--- src/rtl/jtag_tap_controller_pkg.sv ---
// Shared JTAG/DTM types: TAP state encoding, DTM instruction codes and the TAP next-state function.
package debug_cfg_types;

    localparam int DMI_WIDTH     = 41;
    localparam int JTAG_IR_WIDTH = 5;

    localparam logic [JTAG_IR_WIDTH-1:0] JTAG_IR_IDCODE = 5'h01;
    localparam logic [JTAG_IR_WIDTH-1:0] JTAG_IR_DTMCS  = 5'h10;
    localparam logic [JTAG_IR_WIDTH-1:0] JTAG_IR_DMI    = 5'h11;
    localparam logic [JTAG_IR_WIDTH-1:0] JTAG_IR_BYPASS = 5'h1F;

    typedef enum logic [3:0] {
        TEST_LOGIC_RESET, RUN_TEST_IDLE,
        SELECT_DR, CAPTURE_DR, SHIFT_DR, EXIT1_DR, PAUSE_DR, EXIT2_DR, UPDATE_DR,
        SELECT_IR, CAPTURE_IR, SHIFT_IR, EXIT1_IR, PAUSE_IR, EXIT2_IR, UPDATE_IR
    } jtag_state_t;

    function automatic jtag_state_t jtag_next_state(input jtag_state_t s, input logic tms);
        jtag_state_t n;
        unique case (s)
            TEST_LOGIC_RESET: n = tms ? TEST_LOGIC_RESET : RUN_TEST_IDLE;
            RUN_TEST_IDLE:    n = tms ? SELECT_DR : RUN_TEST_IDLE;
            SELECT_DR:        n = tms ? SELECT_IR : CAPTURE_DR;
            CAPTURE_DR:       n = tms ? EXIT1_DR : SHIFT_DR;
            SHIFT_DR:         n = tms ? EXIT1_DR : SHIFT_DR;
            EXIT1_DR:         n = tms ? UPDATE_DR : PAUSE_DR;
            PAUSE_DR:         n = tms ? EXIT2_DR : PAUSE_DR;
            EXIT2_DR:         n = tms ? UPDATE_DR : SHIFT_DR;
            UPDATE_DR:        n = tms ? SELECT_DR : RUN_TEST_IDLE;
            SELECT_IR:        n = tms ? TEST_LOGIC_RESET : CAPTURE_IR;
            CAPTURE_IR:       n = tms ? EXIT1_IR : SHIFT_IR;
            SHIFT_IR:         n = tms ? EXIT1_IR : SHIFT_IR;
            EXIT1_IR:         n = tms ? UPDATE_IR : PAUSE_IR;
            PAUSE_IR:         n = tms ? EXIT2_IR : PAUSE_IR;
            EXIT2_IR:         n = tms ? UPDATE_IR : SHIFT_IR;
            UPDATE_IR:        n = tms ? SELECT_DR : RUN_TEST_IDLE;
        endcase
        return n;
    endfunction

endpackage

--- src/rtl/jtag_tap_controller_pin_sync.sv ---
// Equal-depth synchronizers for tck/tms/tdi plus tck edge detect in the clk domain.
// Edges appear SYNC_STAGES clk after the pin changes; rise and fall are mutually exclusive.
module jtag_pin_sync #(
    parameter int SYNC_STAGES = 2
) (
    input  logic clk,
    input  logic reset_n,
    input  logic tck_i,
    input  logic tms_i,
    input  logic tdi_i,
    output logic tms_o,
    output logic tdi_o,
    output logic tck_rise_o,
    output logic tck_fall_o
);

    logic [SYNC_STAGES-1:0] tck_q, tms_q, tdi_q;
    logic                   tck_prev_q;

    always_ff @(posedge clk) begin
        if (!reset_n) begin
            tck_q      <= '0;
            tms_q      <= '0;
            tdi_q      <= '0;
            tck_prev_q <= 1'b0;
        end else begin
            tck_q      <= (tck_q << 1) | SYNC_STAGES'(tck_i);
            tms_q      <= (tms_q << 1) | SYNC_STAGES'(tms_i);
            tdi_q      <= (tdi_q << 1) | SYNC_STAGES'(tdi_i);
            tck_prev_q <= tck_q[SYNC_STAGES-1];
        end
    end

    assign tms_o      = tms_q[SYNC_STAGES-1];
    assign tdi_o      = tdi_q[SYNC_STAGES-1];
    assign tck_rise_o =  tck_q[SYNC_STAGES-1] & ~tck_prev_q;
    assign tck_fall_o = ~tck_q[SYNC_STAGES-1] &  tck_prev_q;

endmodule

--- src/rtl/jtag_tap_controller.sv ---
// Oversampled TAP FSM with IDCODE/DTMCS/DMI/BYPASS registers feeding the DTM.
// State and shift registers move one clk after a detected tck edge; update pulses last one clk.
module jtag_tap_controller
    import debug_cfg_types::*;
#(
    parameter logic [31:0] IDCODE      = 32'h0000_0001,
    parameter int          SYNC_STAGES = 2
) (
    input  logic                 clk,
    input  logic                 reset_n,
    input  logic                 tck,
    input  logic                 tms,
    input  logic                 tdi,
    output logic                 tdo,
    input  logic [31:0]          current_dtmcs,
    output logic [31:0]          updated_dtmcs,
    output logic                 update_dtmcs,
    input  logic [DMI_WIDTH-1:0] current_dmi,
    output logic [DMI_WIDTH-1:0] updated_dmi,
    output logic                 update_dmi,
    output logic                 dtm_reset
);

    logic tms_s, tdi_s, tck_rise, tck_fall;

    jtag_pin_sync #(.SYNC_STAGES(SYNC_STAGES)) u_pin_sync (
        .clk        (clk),
        .reset_n    (reset_n),
        .tck_i      (tck),
        .tms_i      (tms),
        .tdi_i      (tdi),
        .tms_o      (tms_s),
        .tdi_o      (tdi_s),
        .tck_rise_o (tck_rise),
        .tck_fall_o (tck_fall)
    );

    jtag_state_t              state_q, state_d;
    logic [JTAG_IR_WIDTH-1:0] ir_q, ir_d, ir_sr_q, ir_sr_d;
    logic [DMI_WIDTH-1:0]     dr_sr_q, dr_sr_d;
    logic [31:0]              updated_dtmcs_q, updated_dtmcs_d;
    logic [DMI_WIDTH-1:0]     updated_dmi_q, updated_dmi_d;
    logic                     upd_dtmcs_q, upd_dtmcs_d, upd_dmi_q, upd_dmi_d;
    logic                     tdo_q, tdo_d, dtm_reset_q, dtm_reset_d;

    always_comb begin
        state_d         = state_q;
        ir_d            = ir_q;
        ir_sr_d         = ir_sr_q;
        dr_sr_d         = dr_sr_q;
        updated_dtmcs_d = updated_dtmcs_q;
        updated_dmi_d   = updated_dmi_q;
        upd_dtmcs_d     = 1'b0;
        upd_dmi_d       = 1'b0;
        tdo_d           = tdo_q;

        if (tck_rise) begin
            state_d = jtag_next_state(state_q, tms_s);
            case (state_q)
                CAPTURE_IR: ir_sr_d = 5'b00001;
                SHIFT_IR:   ir_sr_d = {tdi_s, ir_sr_q[JTAG_IR_WIDTH-1:1]};
                CAPTURE_DR: begin
                    case (ir_q)
                        JTAG_IR_IDCODE: dr_sr_d = DMI_WIDTH'(IDCODE);
                        JTAG_IR_DTMCS:  dr_sr_d = DMI_WIDTH'(current_dtmcs);
                        JTAG_IR_DMI:    dr_sr_d = current_dmi;
                        default:        dr_sr_d = '0;
                    endcase
                end
                SHIFT_DR: begin
                    // tdi enters at the top of the active length; bits above it are don't-care
                    dr_sr_d = dr_sr_q >> 1;
                    case (ir_q)
                        JTAG_IR_DMI:                   dr_sr_d[DMI_WIDTH-1] = tdi_s;
                        JTAG_IR_IDCODE, JTAG_IR_DTMCS: dr_sr_d[31]          = tdi_s;
                        default:                       dr_sr_d[0]           = tdi_s;
                    endcase
                end
                default: ;
            endcase

            if (state_d == UPDATE_IR) ir_d = ir_sr_q;
            if (state_d == TEST_LOGIC_RESET) ir_d = JTAG_IR_IDCODE;
            if (state_d == UPDATE_DR) begin
                case (ir_q)
                    JTAG_IR_DTMCS: begin
                        updated_dtmcs_d = dr_sr_q[31:0];
                        upd_dtmcs_d     = 1'b1;
                    end
                    JTAG_IR_DMI: begin
                        updated_dmi_d = dr_sr_q;
                        upd_dmi_d     = 1'b1;
                    end
                    default: ;
                endcase
            end
        end

        if (tck_fall) begin
            if (state_q == SHIFT_DR)      tdo_d = dr_sr_q[0];
            else if (state_q == SHIFT_IR) tdo_d = ir_sr_q[0];
            else                          tdo_d = 1'b0;
        end

        dtm_reset_d = (state_d == TEST_LOGIC_RESET);
    end

    always_ff @(posedge clk) begin
        if (!reset_n) begin
            state_q         <= TEST_LOGIC_RESET;
            ir_q            <= JTAG_IR_IDCODE;
            ir_sr_q         <= '0;
            dr_sr_q         <= '0;
            updated_dtmcs_q <= '0;
            updated_dmi_q   <= '0;
            upd_dtmcs_q     <= 1'b0;
            upd_dmi_q       <= 1'b0;
            tdo_q           <= 1'b0;
            dtm_reset_q     <= 1'b1;
        end else begin
            state_q         <= state_d;
            ir_q            <= ir_d;
            ir_sr_q         <= ir_sr_d;
            dr_sr_q         <= dr_sr_d;
            updated_dtmcs_q <= updated_dtmcs_d;
            updated_dmi_q   <= updated_dmi_d;
            upd_dtmcs_q     <= upd_dtmcs_d;
            upd_dmi_q       <= upd_dmi_d;
            tdo_q           <= tdo_d;
            dtm_reset_q     <= dtm_reset_d;
        end
    end

    assign tdo           = tdo_q;
    assign updated_dtmcs = updated_dtmcs_q;
    assign update_dtmcs  = upd_dtmcs_q;
    assign updated_dmi   = updated_dmi_q;
    assign update_dmi    = upd_dmi_q;
    assign dtm_reset     = dtm_reset_q;

endmodule

--- config.mk ---
export PLATFORM = sky130hd
export DESIGN_NAME = jtag_tap_controller
export DESIGN_NICKNAME = d
export VERILOG_FILES = /design/src/rtl/jtag_tap_controller_pkg.sv /design/src/rtl/jtag_tap_controller_pin_sync.sv /design/src/rtl/jtag_tap_controller.sv
export SDC_FILE = /design/constraint.sdc
export NUM_CORES = 1
export LEC_CHECK = 0
export ABC_AREA = 1
export CAP_MARGIN = 20
export CORE_UTILIZATION = 53
export DETAILED_ROUTE_END_ITERATION = 10
export GPL_TIMING_DRIVEN = 0
export PLACE_DENSITY_LB_ADDON = 0.12
export SYNTH_ARGS = -nofsm -noshare
export SYNTH_HDL_FRONTEND = slang
export SYNTH_HIERARCHICAL = 1
export SYNTH_SLANG_ARGS = --single-unit
--- constraint.sdc ---
create_clock -name clk -period 5.1 [get_ports clk]
set_input_delay 1.02 -clock clk [delete_from_list [all_inputs] [get_ports clk]]
set_output_delay 1.02 -clock clk [all_outputs]
set_load 0.02 [all_outputs]
# After elaboration in Yosys (flattened, before gate mapping)
# Index checks and enable logic that the tools add are counted.
[op_classes] reduce_logical=17 n_eq_ne=20 bitwise_logic=7 n_mux=27
[ops] op="$pmux 41 s3" n=1
[ops] op="$pmux 41 s2" n=1
[ops] op="$pmux 4 s12" n=1
[ops] op="$eq 4x4->1 const B" n=10
[ops] op="$mux 4" n=6
[ops] op="$eq 4x3->1 const B" n=4
[ops] op="$logic_not 4->1" n=3
[ops] op="$eq 5x5->1 const B" n=2
[ops] op="$mux 1" n=10
[ops] op="$mux 5" n=2
[ops] op="$pmux 5 s2" n=1
[ops] op="$reduce_and 3->1" n=3
[ops] op="$eq 4x2->1 const B" n=2
[ops] op="$mux 2" n=3
[ops] op="$mux 3" n=2
[ops] op="$or 2x1->2" n=3
[ops] op="$reduce_and 2->1" n=3
[ops] op="$reduce_bool 2->1" n=3
[ops] op="$reduce_or 2->1" n=3
[ops] op="$reduce_or 3->1" n=2
[ops] op="$eq 5x1->1 const B" n=1
[ops] op="$eq 4x1->1 const B" n=1
[ops] op="$and 1x1->1" n=2
[ops] op="$not 1->1" n=2
[word_totals] ff_bits=139 out_inout_bits=77 wordCells=85 inputBits=78

# Logic depth before layout (Yosys ltp)
[logic_depth] word_depth=7 ltp_mapped=13 ltp_nobuf=12

# Cells and area by module
# Netlist, hierarchy kept.
[by_module_without_submodules] module="jtag_tap_controller" n_inst=1 seq_area_each_um2=2642.5 area_each_um2=5875.6 cells_each=771
[by_module_without_submodules] module="jtag_pin_sync" n_inst=1 seq_area_each_um2=140.1 area_each_um2=207.7 cells_each=25

# Least setup slack after synthesis
# OpenSTA, ideal clock, no wires.
[synth_path] kind="input port to flip-flop" from="in reset_n" to="reg dr_sr_q[40]" required_time_ns=4.968 n_path_buf=2 path_slack_ns=3.294 setup_ns=0.132 path_stages=4 arrival_time_ns=1.674 cell_sequence="inv_1 clkbuf_1 clkbuf_1 a21oi_1"
[synth_rtl] element="start, declared" line="jtag_tap_controller.sv:10" text="input logic reset_n,"
[synth_rtl] element="end signal, assigned" line="jtag_tap_controller.sv:124" text="dr_sr_q <= dr_sr_d;"
[synth_rtl] element="end, declared" line="jtag_tap_controller.sv:40" text="logic [DMI_WIDTH-1:0] dr_sr_q, dr_sr_d;"
# No word-level cell between the ends.

# Final worst setup path
[layout_path] from="in reset_n" to="reg updated_dtmcs_q[5], in the netlist updated_dtmcs[5]"
[layout_rtl] element="end signal, assigned" line="jtag_tap_controller.sv:125" text="updated_dtmcs_q <= updated_dtmcs_d;"
[layout_rtl] element="end, declared" line="jtag_tap_controller.sv:41" text="logic [31:0] updated_dtmcs_q, updated_dtmcs_d;"
# No word-level cell between the ends.

==> results.cfg <==
[pwr]
power_density_nw_per_um2 = 285
p_int_w = 0.00186
pwr-share-clk = 0.485
ir_drop_v = 0.000229
p_comb_frac = 0.057
seqPwrFrac = 0.458
p_sw_w = 0.000520
switching_share = 0.218
totalPowerFinal_w = 0.00238
leakage_nw = 3.05

[logic_synthesis]
avgSynthCellArea_um2 = 7.64
synth-seq-area-share = 0.457
synth-seq-cells = 139
netlist_area_um2 = 6080
async_reset_ff_frac = 0
synth.yosys.warnings = 6
netlist_instances = 796
synth_edf_count = 0
synth_cell_types = 28
yosys_most_used_dff = dfxtp_1
syn-num-nets = 874

[cts]
ctsResizeCount = 0
clock-sinks = 139
path_clk_slew_ns = 0.06
cts-root-buf = clkbuf_16
cts_buffer_depth = 2
cts_tree = done
ctsHoldBuffers = 0
htreeDepth = 4
worstSkewPairLatency_ns = 0.43
cts_setup_buffers = 0
cts_made_buffers = 17

[setup_path]
worstPathRequired_ns = 5.38
crit_type = input port to flip-flop
crit_path_end_kind = flip-flop
critPathMaxFanout = 11
crit_arrival_ns = 3.06
rrSetupSlack_ns = 2.84
timing.critical_path.from_type = input port

[sta]
slew_headroom = 0.519
final.setup.tns_ns = 0
setup_viol = 0
final.setup_skew_ns = 0.00516
drv_slew = 0
tightest_slew_ns = 0.722
rsz0062_at_grt = no
period_needed_ns = 2.78
fin_crit_sh = 0.545
hold_violations = 0
fmax_mhz = 360

[drt]
top_layer = met4
wl_met2_um = 9620
wl_met3_um = 1400
postRouteWirelength_um = 19600
drt-met1-wl_um = 7880
vias = 6668
wl_per_cell_um = 17.5
ant_nets = 0
drt_pass1_iterations = 5
vias_per_cell = 5.95
first_iter_violations = 636
drcViolationCount = 0

[place]
routabilityCongestion = 0.891
dp_hpwl_um = 13900
io_buffers = 154
placed_cell_area_um2 = 7800

[worst_hold_path]
hp-class = flip-flop to flip-flop

[floorplanning]
io-pin-count = 155
start_util = 0.551
rows = 38
die_area_um2 = 11900
die_w_um = 109
core_area_um2 = 11000
die_h_um = 109

[cells_and_area]
multiInputGateArea_um2 = 2820
seqCellArea_um2 = 2780
final_cell_area_um2 = 8350
utilization = 0.757
drive_gt1_frac = 0.0694
area_growth_pct = 37.2
nNetsFinal = 1047
nFillCells = 835
antenna_cells = 0

[global_routing]
grt_pass1_wl_um = 30200
grt_max_degree = 17
overflow = 0
grt.total_usage = 0.333
antenna_found_initial = 0
grt_pass1_vias = 6413

[outcome]
outcome = finished clean

[flow_run]
drv_cap = 0
-- worst max-delay path: stages --
cell,delay (ns)
clkdlybuf4s50_1,0.64
inv_1,0.19
clkbuf_1,0.57
clkbuf_1,0.51
a21oi_1,0.11
-- worst paths after layout --
check,startpoint,endpoint,depth (start not counted)
worst max-delay path,reset_n,updated_dtmcs[5],5
worst min-delay path,u_pin_sync/tdi_q[0],u_pin_sync/tdi_q[1],2
worst max register to register,state_q[0],updated_dtmcs[5],12
worst min register to register,u_pin_sync/tdi_q[0],u_pin_sync/tdi_q[1],2
-- power groups by stage --
stage	logic, W	clock network, W	registers (W)
6_report	0.000136	0.00115	0.00109
5_1_grt	0.000145	0.00120	0.00109
4_1_cts	0.000134	0.00115	0.00109
3_5_place_dp	0.000132	0	0.00112
3_3_place_gp	0.000130	0	0.00112
2_1_floorplan	0.0000516	0	0.00112
-- metal layers --
metal | track usage | vias up
met5 | 0 | -
met4 | 0.163 | 0
met3 | 0.0687 | 63
met2 | 0.570 | 342
met1 | 0.394 | 3121
li1 | - | 3142
-- cells in the mapped netlist (all sizes together), types with 2 or more instances --
master	number	area [um2]
nor2	32	148
dfxtp	139	2780
clkbuf	42	159
inv	33	124
nand3	36	200
a21oi	149	746
nand2	172	656
o21ai	42	210
o211ai	2	15.0
a22o	31	272
buf	28	200
a31oi	8	50.1
nand4	77	482
-- cells in the final DEF, fill, tap and decap left out --
| master | Yosys | layout |
|---|---|---|
| nor3_1 | 1 | 1 |
| clkbuf_1 | 41 | 44 |
| o21bai_2 | 1 | 1 |
| nand3_1 | 32 | 32 |
| nand4_1 | 77 | 77 |
| nand2_1 | 170 | 170 |
| nor2_2 | 2 | 2 |
| a22o_1 | 31 | 31 |
| a211oi_1 | 1 | 1 |
| nor2_4 | 3 | 3 |
| a31oi_1 | 8 | 8 |
| o21a_1 | 1 | 1 |
| clkbuf_16 | 0 | 17 |
| buf_4 | 8 | 8 |
| clkinvlp_4 | 0 | 3 |
| clkdlybuf4s50_1 | 0 | 154 |
| nand2_4 | 1 | 1 |
| buf_2 | 10 | 10 |
| buf_1 | 3 | 3 |
| inv_1 | 30 | 30 |
| buf_6 | 7 | 7 |
| o211ai_1 | 2 | 2 |
| bufinv_16 | 0 | 1 |
| nor2_1 | 27 | 27 |
| inv_2 | 3 | 3 |
| clkinv_2 | 0 | 3 |
| o311ai_0 | 1 | 1 |
| nand2_2 | 1 | 1 |
| dfxtp_1 | 139 | 139 |
| clkbuf_2 | 1 | 1 |
| o21ai_0 | 42 | 42 |
| a21oi_1 | 149 | 149 |
| nand3_2 | 4 | 4 |
| clkbuf_8 | 0 | 3 |
-- cell families (layout without fill, tap and decap cells) --
family | after synthesis | count (layout) | synth area share
buf+inv | 103 | 287 | 0.0794
simple gates | 318 | 318 | 0.245
flops | 139 | 139 | 0.457
compound gates | 236 | 236 | 0.218
-- stage by stage --
stage	std cells	hold WS (ns)	worst slack (ns)
3_5_place_dp	1090	0.395	2.00
3_3_place_gp	1090	0.397	2.05
2_1_floorplan	796	0.390	3.29
4_1_cts	1120	0.408	2.40
6_report	1120	0.408	2.32
5_1_grt	1120	0.445	2.26
-- cell type report --
class,count,share of cell area
tap,140,0.0210
buffer,70,0.0430
sequential,139,0.333
clock buffer,23,0.0573
inverter,33,0.0148
multi-input combinational,554,0.338
clock inverter,7,0.00810
timing repair buffer,154,0.185
-- registers in the layout, indices dropped and copies added (netlist names) --
signal                 count
dr_sr_q                   41
dtm_reset                  1
ir_q                       5
ir_sr_q                    5
state_q                    4
tdo                        1
u_pin_sync/tck_prev_q      1
u_pin_sync/tck_q           2
u_pin_sync/tdi_q           2
u_pin_sync/tms_q           2
update_dmi                 1
update_dtmcs               1
updated_dmi               41
updated_dtmcs             32
No activity file was read; power rests on OpenSTA's default activity.
